**config.mk**
```make
export PLATFORM = sky130hd
export DESIGN_NAME = edge_event_scheduler
export DESIGN_NICKNAME = d
export VERILOG_FILES = /design/src/rtl/edge_sched_pkg.sv /design/src/rtl/edge_sched_chan.sv /design/src/rtl/edge_event_scheduler.sv
export SDC_FILE = /design/constraint.sdc
export NUM_CORES = 1
export LEC_CHECK = 0
export CORE_UTILIZATION = 35
export DETAILED_ROUTE_END_ITERATION = 10
export SETUP_SLACK_MARGIN = 0.3
export SLEW_MARGIN = 20
export SYNTH_ARGS = -nofsm -noshare
export SYNTH_HDL_FRONTEND = slang
export SYNTH_SLANG_ARGS = --single-unit
```
**constraint.sdc**
```tcl
create_clock -name clk -period 1.9 [get_ports clk]
set_input_delay 0.19 -clock clk [delete_from_list [all_inputs] [get_ports clk]]
set_output_delay 0.19 -clock clk [all_outputs]
set_load 0.05 [all_outputs]
```
**src/rtl/edge_sched_pkg.sv**
```systemverilog
// Shared definitions for the edge event scheduler.
//   SEL_*   : per-channel edge select encoding (off / rise / fall / both)
//   chan_w  : width of a channel index for a given channel count (minimum 1)
package edge_sched_pkg;

   localparam logic [1:0] SEL_OFF  = 2'b00;
   localparam logic [1:0] SEL_RISE = 2'b01;
   localparam logic [1:0] SEL_FALL = 2'b10;
   localparam logic [1:0] SEL_BOTH = 2'b11;

   function automatic int chan_w(input int n);
      return (n <= 2) ? 1 : $clog2(n);
   endfunction

endpackage

```
**src/rtl/edge_sched_chan.sv**
```systemverilog
// One channel of the edge event scheduler: two-flop synchroniser, edge detect,
// edge-select filter, single-entry event slot and sticky overflow flag.
// Ports:
//   clk, rst_n  : clock, asynchronous active-low reset
//   a_i         : raw asynchronous input
//   armed_i     : edges are only accepted once the arm window has elapsed
//   sel_i       : edge select (SEL_OFF/RISE/FALL/BOTH)
//   drain_i     : arbiter takes the slot this cycle
//   ovf_clr_i   : synchronous clear of the overflow flag
//   pend_o      : slot holds an event
//   rise_o      : slot event type (1 rise, 0 fall)
//   ovf_o       : sticky overflow, an accepted edge found the slot full
module edge_sched_chan
   import edge_sched_pkg::*;
(
   input  logic       clk,
   input  logic       rst_n,
   input  logic       a_i,
   input  logic       armed_i,
   input  logic [1:0] sel_i,
   input  logic       drain_i,
   input  logic       ovf_clr_i,
   output logic       pend_o,
   output logic       rise_o,
   output logic       ovf_o
);

   logic s1_q;
   logic s2_q;
   logic prv_q;
   logic pend_q;
   logic rise_q;
   logic ovf_q;

   logic rise_det;
   logic fall_det;
   logic en_rise;
   logic en_fall;
   logic accept;
   logic drop;

   assign rise_det = s2_q & ~prv_q;
   assign fall_det = ~s2_q & prv_q;

   assign en_rise = (sel_i == SEL_RISE) || (sel_i == SEL_BOTH);
   assign en_fall = (sel_i == SEL_FALL) || (sel_i == SEL_BOTH);

   assign accept = armed_i & ((rise_det & en_rise) | (fall_det & en_fall));
   // A slot being drained this cycle can take the new edge without loss.
   assign drop   = accept & pend_q & ~drain_i;

   always_ff @(posedge clk or negedge rst_n) begin
      if (!rst_n) begin
         s1_q   <= 1'b0;
         s2_q   <= 1'b0;
         prv_q  <= 1'b0;
         pend_q <= 1'b0;
         rise_q <= 1'b0;
         ovf_q  <= 1'b0;
      end else begin
         s1_q  <= a_i;
         s2_q  <= s1_q;
         prv_q <= s2_q;
         if (accept && !drop) begin
            pend_q <= 1'b1;
            rise_q <= rise_det;
         end else if (drain_i) begin
            pend_q <= 1'b0;
         end
         // New overflow wins over a simultaneous clear.
         ovf_q <= drop | (ovf_q & ~ovf_clr_i);
      end
   end

   assign pend_o = pend_q;
   assign rise_o = rise_q;
   assign ovf_o  = ovf_q;

endmodule

```
**src/rtl/edge_event_scheduler.sv**
```systemverilog
// Multi-channel edge event scheduler. Each channel synchronises its raw input,
// filters edges by its edge select and queues one event; a round-robin arbiter
// moves queued events into a registered valid/ready output stage.
// Ports:
//   clk, rst_n          : clock, asynchronous active-low reset
//   a_in[N_CH]          : raw asynchronous channel inputs
//   cfg_we/ch/sel       : write edge select of one channel
//   evt_valid/ready     : event stream handshake
//   evt_ch, evt_rise    : channel and edge type of the presented event
//   ovf[N_CH]           : sticky per-channel overflow
//   ovf_clr             : clears all overflow flags
module edge_event_scheduler
   import edge_sched_pkg::*;
#(
   parameter int         N_CH       = 4,
   parameter logic [1:0] CFG_RST    = SEL_BOTH,
   parameter int         ARM_CYCLES = 3,
   localparam int        CW         = chan_w(N_CH)
) (
   input  logic            clk,
   input  logic            rst_n,
   input  logic [N_CH-1:0] a_in,
   input  logic            cfg_we,
   input  logic [CW-1:0]   cfg_ch,
   input  logic [1:0]      cfg_sel,
   output logic            evt_valid,
   input  logic            evt_ready,
   output logic [CW-1:0]   evt_ch,
   output logic            evt_rise,
   output logic [N_CH-1:0] ovf,
   input  logic            ovf_clr
);

   localparam int ACW = (ARM_CYCLES < 1) ? 1 : $clog2(ARM_CYCLES + 1);

   logic [1:0]      cfg_q [N_CH];
   logic [ACW-1:0]  arm_cnt_q;
   logic [ACW-1:0]  arm_cnt_d;
   logic            armed;

   logic [N_CH-1:0] pend;
   logic [N_CH-1:0] slot_rise;
   logic [N_CH-1:0] drain;

   logic [CW-1:0]   ptr_q;
   logic [CW-1:0]   gnt_idx;
   logic            gnt_found;
   logic            load;

   logic            evt_valid_q;
   logic [CW-1:0]   evt_ch_q;
   logic            evt_rise_q;

   // ---------------- configuration registers ----------------
   always_ff @(posedge clk or negedge rst_n) begin
      if (!rst_n) begin
         for (int c = 0; c < N_CH; c++) begin
            cfg_q[c] <= CFG_RST;
         end
      end else begin
         for (int c = 0; c < N_CH; c++) begin
            if (cfg_we && (cfg_ch == CW'(c))) begin
               cfg_q[c] <= cfg_sel;
            end
         end
      end
   end

   // ---------------- arm window ----------------
   // Discards edges produced while the synchronisers fill after reset, so
   // inputs already high at reset do not look like rising edges.
   assign armed     = (arm_cnt_q == ACW'(ARM_CYCLES));
   assign arm_cnt_d = armed ? arm_cnt_q : arm_cnt_q + ACW'(1);

   always_ff @(posedge clk or negedge rst_n) begin
      if (!rst_n) begin
         arm_cnt_q <= '0;
      end else begin
         arm_cnt_q <= arm_cnt_d;
      end
   end

   // ---------------- channels ----------------
   for (genvar g = 0; g < N_CH; g++) begin : g_chan
      edge_sched_chan u_chan (
         .clk       (clk),
         .rst_n     (rst_n),
         .a_i       (a_in[g]),
         .armed_i   (armed),
         .sel_i     (cfg_q[g]),
         .drain_i   (drain[g]),
         .ovf_clr_i (ovf_clr),
         .pend_o    (pend[g]),
         .rise_o    (slot_rise[g]),
         .ovf_o     (ovf[g])
      );
   end

   // ---------------- round-robin arbiter ----------------
   // Search starts one past the last granted channel and wraps to channel 0.
   always_comb begin : arb
      int            j;
      logic [CW-1:0] idx;
      j         = 0;
      idx       = '0;
      gnt_found = 1'b0;
      gnt_idx   = '0;
      for (int i = 1; i <= N_CH; i++) begin
         j = int'(ptr_q) + i;
         if (j >= N_CH) begin
            j = j - N_CH;
         end
         idx = CW'(j);
         if (!gnt_found && pend[idx]) begin
            gnt_found = 1'b1;
            gnt_idx   = idx;
         end
      end
   end

   // Output stage refills in the same cycle it is emptied: no bubble.
   assign load  = (!evt_valid_q || evt_ready) && gnt_found;
   assign drain = load ? ({{(N_CH-1){1'b0}}, 1'b1} << gnt_idx) : '0;

   // ---------------- output register ----------------
   always_ff @(posedge clk or negedge rst_n) begin
      if (!rst_n) begin
         evt_valid_q <= 1'b0;
         evt_ch_q    <= '0;
         evt_rise_q  <= 1'b0;
         ptr_q       <= CW'(N_CH - 1);
      end else if (load) begin
         evt_valid_q <= 1'b1;
         evt_ch_q    <= gnt_idx;
         evt_rise_q  <= slot_rise[gnt_idx];
         ptr_q       <= gnt_idx;
      end else if (evt_ready) begin
         evt_valid_q <= 1'b0;
      end
   end

   assign evt_valid = evt_valid_q;
   assign evt_ch    = evt_ch_q;
   assign evt_rise  = evt_rise_q;

endmodule
```
== Yosys cells after proc, flatten, opt, wreduce, memory -nomap -nowiden ==
Cells that the tools add are included.
Storage, ports and cells
  flip-flop bits (word level): 40
  input port bits: 13
  output and inout bits: 8
  word-level logic and storage cells: 189
Operators by class
  add/subtract/negate cells: 9
  magnitude comparators: 9
  equal/unequal tests: 16
  shift-type cells: 1
  muxes and demuxes: 33
  bitwise gates (word level): 53
  reduce and logical (&&, ||, !) cells: 35
Operators by type and width (count)
  bitwise AND 1 bit: 32
  == test 2 bit (second input constant): 11
  2-to-1 mux 1 bit: 19
  2-to-1 mux 2 bit: 8
  less-than comparator 2 x 3 -> 1 bit (second input constant): 5
  inverter 1 bit: 13
  logical AND 1 bit: 12
  binary-select mux 1 bit (select 2 bit): 5
  == test 2 x 1 -> 1 bit (second input constant): 5
  nonzero test 2 bit: 5
  greater-or-equal comparator 3 bit (second input constant): 3
  logical OR 1 bit: 9
  zero test 1 bit: 8
  OR 1 bit: 8
  subtractor 2 x 1 -> 2 bit (second input constant): 4
  adder 2 x 2 -> 3 bit (second input constant): 2
  adder 2 x 3 -> 4 bit (second input constant): 1
  greater-or-equal comparator 4 x 3 -> 1 bit (second input constant): 1
  2-to-1 mux 4 bit: 1
  << shifter 1 x 2 -> 4 bit (first input constant): 1
  adder 2 x 1 -> 3 bit (second input constant): 1
  adder 2 x 1 -> 2 bit (second input constant): 1
  zero test 2 bit: 1

== Logic depth before layout (Yosys ltp) ==
Gate-level depths: netlist of run 1.
  depth in word-level cells: 22
  gate-level depth with buffers: 6
  depth with buffers taken out: 5

== By module ==
Synthesis of run 1 repeated with hierarchy kept, for this count alone.
Unflattened totals
  cells, all modules: 137
  area total of the unflattened synthesis: 1755.4 sq um
Modules (own cells, without submodules)
  edge_sched_chan: instances 4, cells each 16, area an instance 230.2 sq um
  edge_event_scheduler: instances 1, cells each 73, area an instance 834.6 sq um

== Worst setup path before layout of run 1 ==
Ideal clock, no wire load.
  path type: flip-flop to flip-flop
  from: reg evt_valid_q, in the netlist evt_valid
  to: reg g_chan[3].u_chan.rise_q
  setup time: 128 ps
  arrival time: 1697 ps
  data required time: 1772 ps
  setup slack: 76 ps
  cell stages (with the launch flop): 5
  path buffers: 0
  period minus slack after synthesis: 1824 ps
  path through: dfrtp_1 a21oi_4 nand4_2 a211oi_1 mux2_1
Between the ends
  word-level cells in the longest chain between the ends: 8
Ends and longest elaborated chain
  start, declared: RTL line edge_event_scheduler.sv:50  | logic evt_valid_q;
  start signal, assigned: RTL line edge_event_scheduler.sv:128  | evt_valid_q <= 1'b0;
  start signal, assigned: RTL line edge_event_scheduler.sv:133  | evt_valid_q <= 1'b1;
  start signal, assigned: RTL line edge_event_scheduler.sv:138  | evt_valid_q <= 1'b0;
  zero test 1 bit: RTL line edge_event_scheduler.sv:122  | assign load = (!evt_valid_q || evt_ready) && gnt_found;
  logical OR 1 bit: RTL line edge_event_scheduler.sv:122
  logical AND 1 bit: RTL line edge_event_scheduler.sv:122
  2-to-1 mux 4 bit: RTL line edge_event_scheduler.sv:123  | assign drain = load ? ({{(N_CH-1){1'b0}}, 1'b1} << gnt_idx) : '0;
  inverter 1 bit: RTL line edge_sched_chan.sv:50  | assign drop = accept & pend_q & ~drain_i;
  bitwise AND 1 bit: RTL line edge_sched_chan.sv:50
  zero test 1 bit: RTL line edge_sched_chan.sv:64  | if (accept && !drop) begin
  logical AND 1 bit: RTL line edge_sched_chan.sv:64
  end signal, assigned: RTL line edge_sched_chan.sv:66  | rise_q <= rise_det;
  end, declared: RTL line edge_sched_chan.sv:32  | logic rise_q;
No other way between the ends.
A chain may end at the register's enable or synchronous reset.

== Final worst setup path of run 1 ==
  from: reg ptr_q[1]
  to: reg g_chan[0].u_chan.rise_q
Between the ends
  word-level cells in the longest chain between the ends: 21
Ends and longest elaborated chain
  start, declared: RTL line edge_event_scheduler.sv:45  | logic [CW-1:0] ptr_q;
  start signal, assigned: RTL line edge_event_scheduler.sv:131  | ptr_q <= CW'(N_CH - 1);
  start signal, assigned: RTL line edge_event_scheduler.sv:136  | ptr_q <= gnt_idx;
  adder 2 x 1 -> 3 bit: RTL line edge_event_scheduler.sv:109  | j = int'(ptr_q) + i;
  greater-or-equal comparator 3 bit / subtractor 2 x 1 -> 2 bit (equally long branches): RTL line edge_event_scheduler.sv:110, edge_event_scheduler.sv:111
  2-to-1 mux 2 bit: RTL line edge_event_scheduler.sv:110  | if (j >= N_CH) begin
  binary-select mux 1 bit (select 2 bit): RTL line edge_event_scheduler.sv:114  | if (!gnt_found && pend[idx]) begin
  2-to-1 mux 1 bit (not written as such): RTL line edge_event_scheduler.sv:114
  2-to-1 mux 1 bit: RTL line edge_event_scheduler.sv:114
  zero test 1 bit: RTL line edge_event_scheduler.sv:114
  logical AND 1 bit: RTL line edge_event_scheduler.sv:114
  [5 not listed]
  logical AND 1 bit: RTL line edge_event_scheduler.sv:114
  2-to-1 mux 2 bit / 2-to-1 mux 1 bit (equally long branches): RTL line edge_event_scheduler.sv:114
  << shifter 1 x 2 -> 4 bit / logical AND 1 bit (equally long branches): RTL line edge_event_scheduler.sv:123, edge_event_scheduler.sv:122
  2-to-1 mux 4 bit *: RTL line edge_event_scheduler.sv:123
  inverter 1 bit *: RTL line edge_sched_chan.sv:50
  bitwise AND 1 bit *: RTL line edge_sched_chan.sv:50
  zero test 1 bit *: RTL line edge_sched_chan.sv:64
  logical AND 1 bit *: RTL line edge_sched_chan.sv:64
  end signal, assigned: RTL line edge_sched_chan.sv:66
  end, declared: RTL line edge_sched_chan.sv:32
Mark *: on every way between the ends. The rest lies on a longest branch, timed or not. The select of a mux whose other input is x is not followed.

==> impl_metrics.json, run 1 <==
{
  "syn_to_final_growth_pct": 26.8,
  "crit_buf_inv": 0,
  "synth_seq_cells": 40,
  "hold_viol_final": 0,
  "synth_ff_type": "dfrtp_1",
  "place_congestion": 0.800,
  "die_y_um": 74.8,
  "grt_use_met1_pct": 17.8,
  "initial_core_util_pct": 36.3,
  "async_reset_ff_share_pct": 100,
  "clk_pin_slew_ps": 80,
  "min_period_ps": 1790,
  "wirelength_um": 3570,
  "cts_buffer_depth": 2,
  "grt_use_met2_pct": 24.6,
  "max-slew-margin-rel_pct": 64.9,
  "cts.sinks": 40,
  "cp_slowest_stage_delay_ps": 590,
  "syn-num-nets": 169,
  "arrival_ps": 2010,
  "ys_seq_area_share_pct": 54.7,
  "tightest_slew_ps": 521,
  "viasPerCell": 5.08,
  "dpl_cell_area_um2": 2130,
  "critPathTopFamily": "simple AND/OR/NAND/NOR gates",
  "worstPathRequired_ps": 2120,
  "grt_max_degree": 18,
  "rsz0062_at_grt": "true",
  "busiest_layer": "met2",
  "crit_chain": "mux2i_2 > a2bb2oi_2 > nand2_2 > or4_1 > nand3_1",
  "grt_pass1_vias": 1283,
  "clk_latency_ps": 280,
  "syn_area_per_cell_um2": 12.0,
  "synth_cell_types": 50,
  "postSynthCellCount": 155,
  "maxCapViolCount": 0,
  "yosys_warnings": 0,
  "layout.cells.non_filler": 262,
  "dp_hpwl_um": 2610,
  "most-common-layout-cells": "26 x dfrtp_1, 15 x buf_4, 11 x clkdlybuf4s50_1",
  "vias": 1332,
  "fp.coreArea_um2": 5110,
  "use_met3_pct": 3.61,
  "root_buffer": "clkbuf_8",
  "irDropWorstVdd_uv": 518,
  "cts_htree_levels": 2,
  "cts_made_buffers": 5,
  "power_density_nw_per_um2": 1570,
  "dr.pass1.iters": 4,
  "cts_tree": "yes",
  "setup_viol": 0,
  "die_area_um2": 5590,
  "skew_ps": 3.70,
  "routedWlPerCell_um": 13.6,
  "synth_area_um2": 1850,
  "rows": 26,
  "fill_cells": 487,
  "ant_nets": 0,
  "hold_path.class": "input pin to flip-flop",
  "fin_setup_tns_ps": 0,
  "grt_usage_pct": 14.4,
  "cpMaxStageDelayCell": "dfstp_2",
  "cp-end-kind": "flip-flop",
  "p_leak_nw": 0.995,
  "nets": 205,
  "drv_slew": 0,
  "crit_type": "flip-flop to flip-flop",
  "path_max_fanout": 5,
  "post-route-drc-count": 0,
  "synth_edf_count": 0,
  "period_share_pct": 94.3,
  "grt-ovfl-total": 0,
  "antenna_found_initial": 0,
  "grt_pass1_wl_um": 6070,
  "status": "completed",
  "placed_cells": 244,
  "drtIter0Drc": 68,
  "design_area_um2": 2350,
  "io_buffers": 20,
  "n_antenna_cell": 0,
  "cp-start-kind": "flip-flop",
  "final_common_cell": "dfrtp_1",
  "pin_count": 21,
  "timing.fmax_mhz": 558,
  "die_x_um": 74.8,
  "drive_above_1_share_pct": 34.4
}
-- path summary, 6_finish.rpt --
path | slack [ps] | cells past startpoint | endpoint | start
setup / recovery | 110 | 5 | g_chan[0].u_chan.rise_o | ptr_q[1]
hold / removal | 340 | 1 | g_chan[3].u_chan.s1_q | a_in[3]
setup reg to reg | 110 | 5 | g_chan[0].u_chan.rise_o | ptr_q[1]
hold reg to reg | 350 | 0 | g_chan[0].u_chan.s2_q | g_chan[0].u_chan.s1_q
max in group asynchronous | 980 | 3 | cfg_q[7] | rst_n
min in group asynchronous | 360 | 2 | evt_ch[0] | rst_n
-- stage by stage --
stage | hold WS [ps] | power (mW) | utilization [%] | worst slack (ps)
after floorplan | -106 | 2.44 | - | 153
after global placement | 130 | 2.77 | 41.8 | 85.2
after detailed placement | 136 | 2.78 | 41.8 | 55.4
after CTS | 330 | 3.54 | 44.8 | 114
after global routing | 320 | 3.93 | 46.0 | 29.5
final | 339 | 3.69 | 46.0 | 108
-- sequential cells by signal (all words and copies together) (netlist names), 2 cells and up --
| signal | cells |
|---|---|
| g_chan.u_chan.rise_o | 4 |
| cfg_q | 8 |
| g_chan.u_chan.prv_q | 4 |
| g_chan.u_chan.pend_o | 4 |
| ptr_q | 2 |
| g_chan.u_chan.s2_q | 4 |
| g_chan.u_chan.s1_q | 4 |
| arm_cnt_q | 2 |
| evt_ch | 2 |
| g_chan.u_chan.ovf_o | 4 |
-- final cells by class --
| type | count | area, um2 | area share [%] |
|---|---|---|---|
| clock buffers | 6 | 72.6 | 3.09 |
| well taps | 70 | 87.6 | 3.73 |
| inverters | 10 | 38.8 | 1.65 |
| multi-input cells | 97 | 778 | 33.1 |
| clock inverters | 2 | 35.0 | 1.49 |
| repair buffers | 37 | 319 | 13.6 |
| flip-flops and latches | 40 | 1020 | 43.3 |
-- cells by family after synthesis --
family | count (synthesis) | share of synthesized area, %
AO/OA/AOI/OAI | 42 | 16.8
AND/OR/NAND/NOR | 41 | 14.7
flip-flops | 40 | 54.7
buffers and inverters | 18 | 5.54
multiplexers | 12 | 7.16
XOR/XNOR | 1 | 0.473
adder cells (fa/ha/maj) | 1 | 0.675
-- per-layer routing --
metal,vias to the layer above,part of all wire (%)
met3,6,4.3
li1,637,-
met2,40,50
met5,-,0
met4,0,1.5
met1,649,44
-- timing repair --
item / 4_1_cts / 5_1_grt
hold buffers: 1 / 0
buffers inserted: 4 / 5
pin swaps: 2 / 4
setup endpoints to repair: 20 / 15
hold endpoints to repair: 13 / 0
resized for setup: 15 / 9
-- cell usage after synthesis, drive strengths merged (2+ instances only) --
| cell type | count | area, um2 |
|---|---|---|
| nand3b | 2 | 15.0 |
| buf | 8 | 65.1 |
| nand2b | 3 | 18.8 |
| o21a | 5 | 37.5 |
| a31oi | 2 | 12.5 |
| o211ai | 2 | 15.0 |
| nor4 | 2 | 18.8 |
| nand3 | 5 | 25.0 |
| dfstp | 10 | 263 |
| o21ai | 13 | 65.1 |
| mux2 | 10 | 113 |
| or3b | 3 | 26.3 |
| o22ai | 5 | 31.3 |
| a21oi | 2 | 21.3 |
| a211oi | 2 | 15.0 |
| and3b | 7 | 61.3 |
| nand2 | 8 | 30.0 |
| mux2i | 2 | 20.0 |
| dfrtp | 30 | 751 |
| inv | 9 | 33.8 |
| nor2b | 3 | 18.8 |
-- where the power goes --
| group | total, mW | leakage, nW | switching, mW | internal [mW] |
|---|---|---|---|---|
| sequential | 1.32 | 0.441 | 0.206 | 1.11 |
| clock | 0.676 | 0.0552 | 0.286 | 0.390 |
| combinational | 1.70 | 0.499 | 0.946 | 0.752 |
No activity file was read; power rests on OpenSTA's default activity.
==> run 2: changes to the inputs <==
==> constraint.sdc (replaced) <==
create_clock -name clk -period 2.3 [get_ports clk]
set_input_delay 0.23 -clock clk [delete_from_list [all_inputs] [get_ports clk]]
set_output_delay 0.23 -clock clk [all_outputs]
set_load 0.05 [all_outputs]
==> run 2 against run 1 <==
  * Final cell count shrank 6.5%
  * Register-to-register slack gained 290 ps
  * Clock power shrank 11%
  * Clock skew shrank 1.6 ps
==> impl_metrics.json, run 2 (synthesis results as in run 1) <==
{
  "most-common-layout-cells": "27 x dfrtp_1, 19 x clkdlybuf4s50_1, 12 x o21ai_0",
  "cts_buffer_depth": 2,
  "n_antenna_cell": 0,
  "hold_path.class": "input pin to async pin",
  "irDropWorstVdd_uv": 471,
  "cts_tree": "yes",
  "ant_nets": 0,
  "die_x_um": 74.8,
  "drv_slew": 0,
  "rows": 26,
  "hold_viol_final": 0,
  "die_area_um2": 5590,
  "drive_above_1_share_pct": 24.0,
  "r2r_setup_slack_ps": 400,
  "setup_viol": 0,
  "crit_type": "flip-flop to flip-flop",
  "post-route-drc-count": 0,
  "cp-start-kind": "flip-flop",
  "fill_cells": 501,
  "fin_setup_tns_ps": 0,
  "grt_usage_pct": 13.4,
  "initial_core_util_pct": 36.3,
  "p_leak_nw": 0.896,
  "cp-end-kind": "flip-flop",
  "routedWlPerCell_um": 13.4,
  "critPathTopFamily": "compound AO/OA/AOI/OAI gates",
  "antenna_found_initial": 0,
  "cp_slowest_stage_delay_ps": 630,
  "die_y_um": 74.8,
  "regMostFlops": "cfg_q",
  "final_common_cell": "dfrtp_1",
  "clk_pin_slew_ps": 80,
  "maxCapViolCount": 0,
  "skew_ps": 2.13,
  "p_total_mw": 2.83,
  "wirelength_um": 3280,
  "crit_buf_inv": 1,
  "grt_pass1_vias": 1226,
  "min_period_ps": 1900,
  "cts.sinks": 40,
  "cpMaxStageDelayCell": "dfstp_2",
  "cts_htree_levels": 2,
  "clk_latency_ps": 290,
  "power_density_nw_per_um2": 1280,
  "max-slew-margin-rel_pct": 43.3,
  "nets": 188,
  "cts_made_buffers": 5,
  "place_congestion": 0.816,
  "syn_to_final_growth_pct": 19.0,
  "arrival_ps": 2080,
  "grt_pass1_wl_um": 5580,
  "root_buffer": "clkbuf_8",
  "fp.coreArea_um2": 5110,
  "tightest_slew_ps": 850,
  "timing.fmax_mhz": 527,
  "grt_max_degree": 41,
  "rsz0062_at_grt": "true",
  "grt-ovfl-total": 0,
  "dp_hpwl_um": 2380,
  "period_share_pct": 82.5,
  "status": "completed",
  "dr.pass1.iters": 4,
  "worstPathRequired_ps": 2480,
  "viasPerCell": 5.09,
  "drtIter0Drc": 65,
  "path_max_fanout": 8,
  "crit_chain": "or3b_1 > clkinv_1 > o31ai_4 > nor4_1 > a311o_1",
  "pin_count": 21,
  "largest_reg_flops": 8,
  "vias": 1248,
  "io_buffers": 20
}
[run 2: path summary, 6_finish.rpt]
path | from | to | cells past startpoint
max in group asynchronous | rst_n | g_chan[1].u_chan.pend_o | 1
min in group clk | g_chan[3].u_chan.s1_q | g_chan[3].u_chan.s2_q | 0
hold reg to reg | g_chan[3].u_chan.s1_q | g_chan[3].u_chan.s2_q | 0
setup / recovery | ptr_q[1] | g_chan[1].u_chan.rise_o | 5
hold / removal | rst_n | evt_rise | 1
setup reg to reg | ptr_q[1] | g_chan[1].u_chan.rise_o | 5
[run 2: timing repair]
action / in CTS / in global routing
hold endpoints to repair: 0 / 0
hold buffers: 0 / 0
setup endpoints to repair: 0 / 2
gates resized for setup: 0 / 6
buffers inserted: 0 / 0
[run 2: per-layer routing]
| metal | GRT usage, % | vias up | part of all wire [%] |
|---|---|---|---|
| met1 | 17.1 | 616 | 46 |
| li1 | - | 602 | - |
| met4 | 5.45 | 0 | 2.2 |
| met2 | 20.8 | 23 | 48 |
| met3 | 4.82 | 7 | 4.1 |
| met5 | 0 | - | 0 |
[run 2: stage by stage]
step | util, % | std cells | setup WS [ps] | area (um2) | hold slack, ps
floorplan | - | 155 | 476 | 1850 | -65.6
global placement | 40.5 | 237 | 311 | 2070 | 332
detailed placement | 40.5 | 237 | 260 | 2070 | 336
CTS | 42.9 | 245 | 369 | 2190 | 79.9
global route | 43.2 | 245 | 257 | 2210 | 123
finish | 43.2 | 245 | 402 | 2210 | 39.3
[run 2: cell type report]
class                      instances  area [um2]  share of cell area, %
sequential                        40        1020                   46.1
multi-input combinational         97         747                   33.9
timing repair buffer              20         195                   8.85
tap                               70        87.6                   3.97
clock buffer                       6        82.6                   3.74
clock inverter                     2        38.8                   1.76
inverter                          10        37.5                   1.70
[run 2: where the power goes]
group          total, mW  internal (mW)  switching, mW  leakage (nW)
clock network      0.601          0.355          0.246        0.0614
registers           1.12          0.919          0.198         0.442
logic               1.11          0.461          0.650         0.393
==> run 3: changes to the inputs <==
==> constraint.sdc (replaced) <==
create_clock -name clk -period 1.8 [get_ports clk]
set_input_delay 0.18 -clock clk [delete_from_list [all_inputs] [get_ports clk]]
set_output_delay 0.18 -clock clk [all_outputs]
set_load 0.05 [all_outputs]
==> run 3 against run 2 <==
  * Non-clock buffer count rose by 26
  * Die area stayed put
  * Final cell count increased by 11%
  * Sequential cell count did not move
  * Register-to-register slack worse by 370 ps
  * Routed wire length up 17%
  * Design area increased by 12%
  * Clock skew grew 3.4 ps
  * Critical path depth stayed put
  * Via count is 6.0% higher
==> impl_metrics.json, run 3 (synthesis results as in run 1) <==
{
  "status": "completed",
  "die_area_um2": 5590,
  "p_total_mw": 4.21,
  "n_antenna_cell": 0,
  "cts.sinks": 40,
  "r2r-start": "ptr_q[1]",
  "crit_type": "flip-flop to flip-flop",
  "cp_slowest_stage_delay_ps": 570,
  "dr.pass1.iters": 4,
  "routedWlPerCell_um": 14.1,
  "timing.rr.end": "g_chan[0].u_chan.rise_o",
  "skew_ps": 5.54,
  "root_buffer": "clkbuf_8",
  "hold_viol_final": 0,
  "drtIter0Drc": 63,
  "place_congestion": 0.859,
  "p_leak_nw": 1.06,
  "timing.fmax_mhz": 567,
  "vias": 1323,
  "worstPathRequired_ps": 2030,
  "rsz0062_at_grt": "true",
  "setup_viol": 0,
  "syn_to_final_growth_pct": 33.2,
  "tightest_slew_ps": 493,
  "die_x_um": 74.8,
  "drv_slew": 0,
  "arrival_ps": 2000,
  "cp-end-kind": "flip-flop",
  "dp_hpwl_um": 2780,
  "grt_pass1_wl_um": 6420,
  "drive_above_1_share_pct": 40.8,
  "cts_made_buffers": 5,
  "holdWs_ps": 258,
  "path_max_fanout": 5,
  "cp-start-kind": "flip-flop",
  "layout_setup_ws_ps": 35.4,
  "grt-ovfl-total": 0,
  "cts_buffer_depth": 2,
  "clk_latency_ps": 290,
  "clk_pin_slew_ps": 80,
  "viasPerCell": 4.88,
  "layout.cells.non_filler": 271,
  "pin_count": 21,
  "irDropWorstVdd_uv": 606,
  "initial_core_util_pct": 36.3,
  "io_buffers": 20,
  "largest_reg_flops": 8,
  "cpMaxStageDelayCell": "dfstp_2",
  "regMostFlops": "cfg_q",
  "power_density_nw_per_um2": 1710,
  "cts_htree_levels": 2,
  "cts_tree": "yes",
  "max-slew-margin-rel_pct": 67.2,
  "period_share_pct": 98.0,
  "nets": 214,
  "antenna_found_initial": 0,
  "rows": 26,
  "r2r_setup_slack_ps": 40,
  "most-common-layout-cells": "26 x dfrtp_1, 24 x buf_4, 11 x clkdlybuf4s50_1",
  "wirelength_um": 3820,
  "ant_nets": 0,
  "place_ws_ps": 1.15,
  "post-route-drc-count": 0,
  "grt_pass1_vias": 1381,
  "hold_path.class": "input pin to async pin",
  "grt_max_degree": 19,
  "die_y_um": 74.8,
  "min_period_ps": 1760,
  "final_common_cell": "dfrtp_1",
  "placed_cells": 255,
  "fill_cells": 462,
  "fp.coreArea_um2": 5110,
  "maxCapViolCount": 0,
  "r2r_cells": 5,
  "crit_chain": "mux2i_2 > a2bb2oi_2 > nand2_2 > or4_1 > nand3_1",
  "grt_usage_pct": 15.6
}
run 3: cell type report:
| type | instances | area, um2 | area share [%] |
|---|---|---|---|
| multi-input combinational | 97 | 815 | 33.0 |
| inverter | 10 | 38.8 | 1.57 |
| clock inverter | 2 | 38.8 | 1.57 |
| timing repair buffer | 46 | 387 | 15.7 |
| tap | 70 | 87.6 | 3.55 |
| clock buffer | 6 | 82.6 | 3.35 |
| sequential | 40 | 1020 | 41.3 |
run 3: repair_timing:
action,4_1_cts,5_1_grt
setup endpoints to repair,23,17
endpoints found under the hold margin,7,0
resized for setup,17,12
pin swaps,4,6
buffers inserted,4,3
hold buffers,1,0
run 3: power by group:
part / internal [mW] / switching, mW / total (mW)
Combinational: 0.964 / 1.09 / 2.06
Sequential: 1.17 / 0.210 / 1.38
Clock: 0.453 / 0.312 / 0.765
Total: 2.59 / 1.62 / 4.21
run 3: metrics by stage:
step	cell area, um2	TNS, ps	utilization, %
detailed placement	2220	0	43.4
global route	2470	-118	48.3
floorplan	1870	0	-
CTS	2390	0	46.9
finish	2470	0	48.3
global placement	2220	0	43.4
run 3: metal layers:
metal  routed length [um]  global-route usage [%]
met1                 1660                    17.6
met2                 2000                    28.8
met3                  115                    3.61
met4                   40                    5.03
met5                    0                       0
run 3: worst max-delay path by stage:
| stage | startpoint | to | slack, ps | depth (start not counted) |
|---|---|---|---|---|
| floorplan | g_chan[0].u_chan.pend_o | g_chan[3].u_chan.rise_o | 50 | 6 |
| global placement | ptr_q[1] | g_chan[0].u_chan.rise_o | 7 | 5 |
| detailed placement | ptr_q[1] | g_chan[0].u_chan.rise_o | 1 | 5 |
| CTS | ptr_q[1] | g_chan[0].u_chan.rise_o | 50 | 5 |
| global route | ptr_q[1] | g_chan[0].u_chan.rise_o | -60 | 5 |
| finish | ptr_q[1] | g_chan[0].u_chan.rise_o | 40 | 5 |
run 3: worst max-delay path, delay by kind of cell (launching register included):
kind / cells / cell delay [ps]
and+or+nand+nor: 3 / 670
DFF: 1 / 570
muxes: 1 / 260
AOI/OAI and AO/OA: 1 / 210
